$ cat config.mk
export PLATFORM = sky130hd
export DESIGN_NAME = alu_issue
export DESIGN_NICKNAME = d
export VERILOG_FILES = /design/src/rtl/alu_issue.sv
export SDC_FILE = /design/constraint.sdc
export NUM_CORES = 1
export LEC_CHECK = 0
export CELL_PAD_IN_SITES_DETAIL_PLACEMENT = 0
export CELL_PAD_IN_SITES_GLOBAL_PLACEMENT = 1
export CORE_AREA = 2 2 117 119
export DETAILED_ROUTE_END_ITERATION = 10
export DIE_AREA = 0 0 119 121
export DONT_BUFFER_PORTS = 1
export GPL_TIMING_DRIVEN = 1
export PLACE_DENSITY_LB_ADDON = 0.08
export SYNTH_ARGS = -nofsm -noshare
export SYNTH_HDL_FRONTEND = slang
export SYNTH_SLANG_ARGS = --single-unit
$ cat constraint.sdc
create_clock -name clk_i -period 5 [get_ports clk_i]
set_clock_uncertainty 0.05 [all_clocks]
set_input_delay 0.75 -clock clk_i [delete_from_list [all_inputs] [get_ports clk_i]]
set_output_delay 0.75 -clock clk_i [all_outputs]
set_load 0.01 [all_outputs]
$ cat src/rtl/alu_issue.sv
// ALU issue stage: buffers requests, decodes op into ALU drives and keeps the {C,V,Z} flag register.
// Define ALU_ISSUE_SKID_EN for a 2-entry skid buffer with registered ready_o.
module alu_issue (
  input  logic        clk_i,
  input  logic        reset_ni,
  input  logic        valid_i,
  output logic        ready_o,
  input  logic [3:0]  op_i,
  input  logic [63:0] a_i,
  input  logic [63:0] b_i,
  output logic        valid_o,
  input  logic        ready_i,
  output logic [63:0] inA_o,
  output logic [63:0] inB_o,
  output logic        cflag_o,
  output logic        sum_en_o,
  output logic        and_en_o,
  output logic        xor_en_o,
  input  logic        alu_cflag_i,
  input  logic        alu_vflag_i,
  input  logic        alu_zflag_i,
  output logic [2:0]  flags_o
);

  localparam logic [3:0] OP_ADD   = 4'd0;
  localparam logic [3:0] OP_ADC   = 4'd1;
  localparam logic [3:0] OP_SUB   = 4'd2;
  localparam logic [3:0] OP_SBC   = 4'd3;
  localparam logic [3:0] OP_AND   = 4'd4;
  localparam logic [3:0] OP_OR    = 4'd5;
  localparam logic [3:0] OP_XOR   = 4'd6;
  localparam logic [3:0] OP_PASSA = 4'd7;
  localparam logic [3:0] OP_CMP   = 4'd8;

  logic        out_valid_q, out_valid_d;
  logic [3:0]  out_op_q, out_op_d;
  logic [63:0] out_a_q, out_a_d;
  logic [63:0] out_b_q, out_b_d;
  logic [2:0]  flags_q, flags_d;
  logic        accept, issue;

  assign accept  = valid_i & ready_o;
  assign issue   = out_valid_q & ready_i;
  assign valid_o = out_valid_q;
  assign flags_o = flags_q;

`ifdef ALU_ISSUE_SKID_EN
  logic        sk_valid_q, sk_valid_d;
  logic [3:0]  sk_op_q, sk_op_d;
  logic [63:0] sk_a_q, sk_a_d;
  logic [63:0] sk_b_q, sk_b_d;
  logic        ready_q;

  assign ready_o = ready_q;

  // Skid entry only fills while the output register is stalled; it drains first to keep order.
  always_comb begin
    out_valid_d = out_valid_q;
    out_op_d    = out_op_q;
    out_a_d     = out_a_q;
    out_b_d     = out_b_q;
    sk_valid_d  = sk_valid_q;
    sk_op_d     = sk_op_q;
    sk_a_d      = sk_a_q;
    sk_b_d      = sk_b_q;
    if (!out_valid_q || ready_i) begin
      if (sk_valid_q) begin
        out_valid_d = 1'b1;
        out_op_d    = sk_op_q;
        out_a_d     = sk_a_q;
        out_b_d     = sk_b_q;
        sk_valid_d  = accept;
        if (accept) begin
          sk_op_d = op_i;
          sk_a_d  = a_i;
          sk_b_d  = b_i;
        end
      end else begin
        out_valid_d = accept;
        if (accept) begin
          out_op_d = op_i;
          out_a_d  = a_i;
          out_b_d  = b_i;
        end
      end
    end else if (accept) begin
      sk_valid_d = 1'b1;
      sk_op_d    = op_i;
      sk_a_d     = a_i;
      sk_b_d     = b_i;
    end
  end

  always_ff @(posedge clk_i or negedge reset_ni) begin
    if (!reset_ni) begin
      sk_valid_q <= 1'b0;
      sk_op_q    <= '0;
      sk_a_q     <= '0;
      sk_b_q     <= '0;
      ready_q    <= 1'b0;
    end else begin
      sk_valid_q <= sk_valid_d;
      sk_op_q    <= sk_op_d;
      sk_a_q     <= sk_a_d;
      sk_b_q     <= sk_b_d;
      ready_q    <= ~sk_valid_d;
    end
  end
`else
  logic rst_done_q;

  assign ready_o = rst_done_q & (~out_valid_q | ready_i);

  always_comb begin
    out_valid_d = out_valid_q;
    out_op_d    = out_op_q;
    out_a_d     = out_a_q;
    out_b_d     = out_b_q;
    if (!out_valid_q || ready_i) begin
      out_valid_d = accept;
      if (accept) begin
        out_op_d = op_i;
        out_a_d  = a_i;
        out_b_d  = b_i;
      end
    end
  end

  always_ff @(posedge clk_i or negedge reset_ni) begin
    if (!reset_ni) rst_done_q <= 1'b0;
    else           rst_done_q <= 1'b1;
  end
`endif

  always_comb begin
    flags_d = flags_q;
    if (issue) begin
      case (out_op_q)
        OP_ADD, OP_ADC, OP_SUB, OP_SBC, OP_CMP:
          flags_d = {alu_cflag_i, alu_vflag_i, alu_zflag_i};
        OP_AND, OP_OR, OP_XOR, OP_PASSA:
          flags_d[0] = alu_zflag_i;
        default: flags_d = flags_q;
      endcase
    end
  end

  // Carry-in reads the live flag register so a dependent ADC/SBC sees the prior op's C.
  always_comb begin
    inA_o    = '0;
    inB_o    = '0;
    cflag_o  = 1'b0;
    sum_en_o = 1'b0;
    and_en_o = 1'b0;
    xor_en_o = 1'b0;
    if (out_valid_q) begin
      inA_o = out_a_q;
      case (out_op_q)
        OP_ADD:         begin sum_en_o = 1'b1; inB_o = out_b_q; end
        OP_ADC:         begin sum_en_o = 1'b1; inB_o = out_b_q; cflag_o = flags_q[2]; end
        OP_SUB, OP_CMP: begin sum_en_o = 1'b1; inB_o = ~out_b_q; cflag_o = 1'b1; end
        OP_SBC:         begin sum_en_o = 1'b1; inB_o = ~out_b_q; cflag_o = flags_q[2]; end
        OP_AND:         begin and_en_o = 1'b1; inB_o = out_b_q; end
        OP_OR:          begin and_en_o = 1'b1; xor_en_o = 1'b1; inB_o = out_b_q; end
        OP_XOR:         begin xor_en_o = 1'b1; inB_o = out_b_q; end
        OP_PASSA:       begin and_en_o = 1'b1; inB_o = '1; end
        default:        inA_o = '0;
      endcase
    end
  end

  always_ff @(posedge clk_i or negedge reset_ni) begin
    if (!reset_ni) begin
      out_valid_q <= 1'b0;
      out_op_q    <= '0;
      out_a_q     <= '0;
      out_b_q     <= '0;
      flags_q     <= '0;
    end else begin
      out_valid_q <= out_valid_d;
      out_op_q    <= out_op_d;
      out_a_q     <= out_a_d;
      out_b_q     <= out_b_d;
      flags_q     <= flags_d;
    end
  end

endmodule

* Word level (Yosys, flattened, before mapping)
Index checks and enable logic that the tools add are counted.
Word-level totals: flip-flop bits (word level) 137, bits of input ports 139, output and inout port bits 137
Operators by class: equal/unequal tests 8, muxes and demuxes 12, bitwise logic cells 6, reductions and logical operators 14
Operators with widths (number):
- 2-to-1 mux 64 bit | 3
- one-hot mux 64 bit (3 select lines) | 1
- NOT 64 bit | 1
- == test 4 x 3 -> 1 bit (second input constant) | 4
- OR reduction 5 bit | 2
- OR reduction 9 bit | 1
- == test 4 x 2 -> 1 bit (second input constant) | 2
- 2-to-1 mux 1 bit | 7
- AND reduction 2 bit | 3
- OR reduction 2 bit | 3
- OR reduction 3 bit | 2
- == test 4 x 1 -> 1 bit (second input constant) | 1
- == test 4 bit (second input constant) | 1
- zero test 4 bit | 1
- bitwise AND 1 bit | 3
- one-hot mux 1 bit (2 select lines) | 1
- zero test 1 bit | 1
- logical OR 1 bit | 1
- NOT 1 bit | 1
- bitwise OR 1 bit | 1

* Depth between registers and ports, before layout
depth in word-level cells 5, gate-level depth with buffers 6, depth with buffers taken out 3

* Worst setup path after synthesis
No wires, ideal clock.
path kind flip-flop to output port, start point reg out_valid_q (netlist: valid_o), end point out inB_o[10], data arrival time 1.409 ns, required time 4.200 ns, setup slack 2.791 ns, stages on the path, launching flop included 6, path buffers 2, path through dfrtp_1 nor2b_1 a21boi_1 buf_8 buf_4 a221o_1
Between the ends: cells in the longest elaborated chain, start to end 1
RTL lines:
- start, declared | RTL line 35 | logic out_valid_q, out_valid_d;
- start signal, assigned | RTL line 180 | out_valid_q <= out_valid_d;
- 2-to-1 mux 64 bit | RTL line 156 | if (out_valid_q) begin
- end, declared | RTL line 14 | output logic [63:0] inB_o,
Every way passes these cells.

* Worst setup path after layout
start point reg out_valid_q (netlist: valid_o), end point out inB_o[9]
Same word-level chain as after synthesis.

==> results.yml <==
power_and_ir_drop:
  power.density_nw_per_um2: 461
  power.leakage_nw: 3.11
  vdd_drop_max_v: 0.000260
  finalPower_mw: 3.37
die:
  num_rows: 42
  chipHeight_um: 121
  die-area_um2: 14400
  core_area_um2: 13100
  pin_count: 276
  die_w_um: 119
  start_util: 0.521
clocking:
  htreeDepth: 4
  cts_tree: "yes"
  ctsLongestPathBuffers: 2
  path_clk_slew_ns: 0.05
  cts_sinks: 137
  clk_latency_ns: 0.41
  cts-root-buf: "clkbuf_16"
  numCtsBuffers: 17
timing:
  rsz0062_at_grt: "false"
  hold_viol: 0
  final.period_utilization: 0.708
  relSlewSlack: 0.153
  finalSetupTns_ns: 0
  worst_slew_pin_slew_ns: 1.27
  setup_slack_ns: 1.46
  finalMaxSlewViolations: 0
  setup_violations: 0
  min_period_ns: 3.54
  fmax_ghz: 0.282
worst_setup_path:
  cp_slowest_cell: "and4_2"
  r2r_start: "valid_o"
  required_ns: 4.20
  crit_start: "valid_o"
  rr_endpoint: "out_b_q[50]"
  worstPathArrival_ns: 2.74
  cp-start-kind: "flop"
  endpoint_kind: "primary output"
  reg2reg_slack_ns: 2.57
  path_cells: "nor2b_1 -> and4_2 -> a221o_1"
  worstPathMaxFanout: 64
  rr_worst_depth: 4
  criticalPathCategory: "reg2out"
  crit_path_max_incr_delay_ns: 1.11
routing:
  avgRoutedWirePerCell_um: 21.7
  ant_nets: 0
  vias: 4261
  drt-pass1-iter-count: 4
  drt_wl_total_um: 15300
  drt_iter0_drc: 245
  vias_per_cell: 6.03
  drc: 0
placement:
  io_buffers: 0
  globalplace.congestion: 0.792
  dp_slack_ns: 1.91
  dp_hpwl_um: 10100
  place_inst: 672
global_routing:
  antenna_found_initial: 3
  grt_max_degree: 138
  grt-ovfl-total: 0
  grt_pass1_wl_um: 24100
  grt_pass1_vias: 4355
  grt_usage: 0.217
synthesis:
  yosys.area.top_type: "dfrtp_1"
  ys_seq_area_frac: 0.503
  synth_top_cell_area_share: 0.503
  synth_area_per_cell_um2: 12.6
  synth_area_leaders: "dfrtp_1, mux2_2, a221o_1"
  synthCells: 542
  syn-num-nets: 681
  ys_ff_latch: 137
  synth_warnings: 0
  ys_types: 30
  syn-cell-area_um2: 6820
cells_and_area:
  nNetsFinal: 655
  stdcell_count: 707
  areaGrowthSynthToFinish_pct: 7.18
  drive_gt1_frac: 0.291
job:
  maxCapViolCount: 0
min_path:
  hp-class: "in2async"
run_status:
  status: "completed"
worst max path at each step:
stage / slack, ns / end
6_report: 1.46 / inB_o[9]
5_1_grt: 1.31 / inB_o[24]
4_1_cts: 1.46 / inB_o[9]
3_5_place_dp: 1.91 / inB_o[9]
3_3_place_gp: 1.98 / inB_o[9]
2_1_floorplan: 2.79 / inB_o[10]
registers in the layout, indices dropped and copies added (netlist names):
| name | flops |
|---|---|
| flags_o | 3 |
| out_a_q | 64 |
| out_b_q | 64 |
| valid_o | 1 |
| rst_done_q | 1 |
| out_op_q | 4 |
cells in the mapped netlist:
| library cell | count |
|---|---|
| inv_1 | 1 |
| conb_1 | 1 |
| nand3_2 | 1 |
| mux2_4 | 1 |
| and4_1 | 1 |
| buf_6 | 9 |
| buf_4 | 8 |
| a221o_1 | 60 |
| buf_8 | 8 |
| nand2b_1 | 3 |
| nor2_2 | 1 |
| mux2_2 | 110 |
| a21boi_1 | 1 |
| a221o_2 | 4 |
| nand2_1 | 2 |
| and2_1 | 66 |
| nor2b_1 | 3 |
| clkbuf_1 | 10 |
| nor2_1 | 65 |
| mux2_1 | 24 |
| a21oi_1 | 2 |
| buf_2 | 14 |
| a21o_2 | 1 |
| o21ai_0 | 2 |
| xnor2_1 | 2 |
| a21boi_0 | 1 |
| a32o_1 | 1 |
| nand3_1 | 2 |
| dfrtp_1 | 137 |
| dlymetal6s2s_1 | 1 |
worst max-delay path, delay by kind of cell, from the launching register on:
kind / cells / cell delay (ns)
flops: 1 / 0.48
simple gates: 2 / 1.43
compound gates: 1 / 0.34
power breakdown:
| group | internal (mW) | switching [mW] | leakage [nW] |
|---|---|---|---|
| logic | 0.301 | 0.371 | 1.22 |
| clock network | 0.785 | 0.446 | 0.283 |
| registers | 1.32 | 0.146 | 1.61 |
through the flow:
| stage | utilization | instance area, um2 | hold slack [ns] |
|---|---|---|---|
| 4_1_cts | 0.558 | 7300 | 0.301 |
| 3_3_place_gp | 0.511 | 6690 | 0.408 |
| 2_1_floorplan | - | 6820 | 0.404 |
| 3_5_place_dp | 0.511 | 6690 | 0.408 |
| 5_1_grt | 0.558 | 7300 | 0.315 |
| 6_report | 0.558 | 7300 | 0.272 |
cell type report:
type / count / area [um2]
antenna: 2 / 5.00
inverter: 1 / 3.75
timing repair buffer: 5 / 57.6
clock buffer: 25 / 495
tap: 176 / 220
clock inverter: 7 / 90.1
fill: 1113 / 5780
multi-input combinational: 354 / 3000
sequential: 137 / 3430
cell families (layout without fill, tap and decap cells):
kind of cell	Yosys count	count (layout)	synth area share
AOI/OAI and AO/OA	72	72	0.103
xor gates and xnor gates	2	2	0.00257
buffers and inverters	51	38	0.0595
DFF	137	137	0.503
muxes	135	135	0.224
other	1	3	0.000550
and+or+nand+nor	144	144	0.108
placed cells by master, fill, tap and decap left out:
| cell type | n |
|---|---|
| dfrtp_1 | 137 |
| mux2_2 | 110 |
| and2_1 | 66 |
| nor2_1 | 65 |
| a221o_1 | 60 |
| mux2_1 | 24 |
| clkbuf_16 | 17 |
| a221o_2 | 4 |
| clkbuf_1 | 4 |
| clkbuf_8 | 4 |
| buf_4 | 4 |
| nor2b_1 | 3 |
| clkinv_2 | 3 |
| diode_2 | 2 |
| nand2b_1 | 2 |
| nand2_1 | 2 |
| xnor2_1 | 2 |
| a21oi_1 | 2 |
| o21ai_0 | 2 |
| nand3_1 | 2 |
| bufinv_16 | 2 |
| clkinvlp_4 | 2 |
| nor2_2 | 1 |
| a21o_2 | 1 |
| mux2_4 | 1 |
| nand2b_2 | 1 |
| a21boi_4 | 1 |
| and4_2 | 1 |
| inv_1 | 1 |
| nand3_4 | 1 |
| a21boi_0 | 1 |
| a32o_1 | 1 |
| buf_16 | 1 |
| conb_1 | 1 |
routing by layer:
metal / vias up / track usage / part of all wire / routed length (um)
met4: 2 / 0.107 / 0.030 / 455
li1: 1893 / - / - / -
met2: 210 / 0.343 / 0.49 / 7480
met1: 2126 / 0.254 / 0.38 / 5850
met5: - / 0 / 0.00078 / 12
met3: 30 / 0.0940 / 0.10 / 1530
timing repair:
action	4_1_cts	5_1_grt
setup buffers	0	0
setup endpoints to repair	0	0
hold buffers	1	0
endpoints found under the hold margin	137	0
gates resized for setup	0	0
Note: power is estimated with default switching activity, not from simulation.
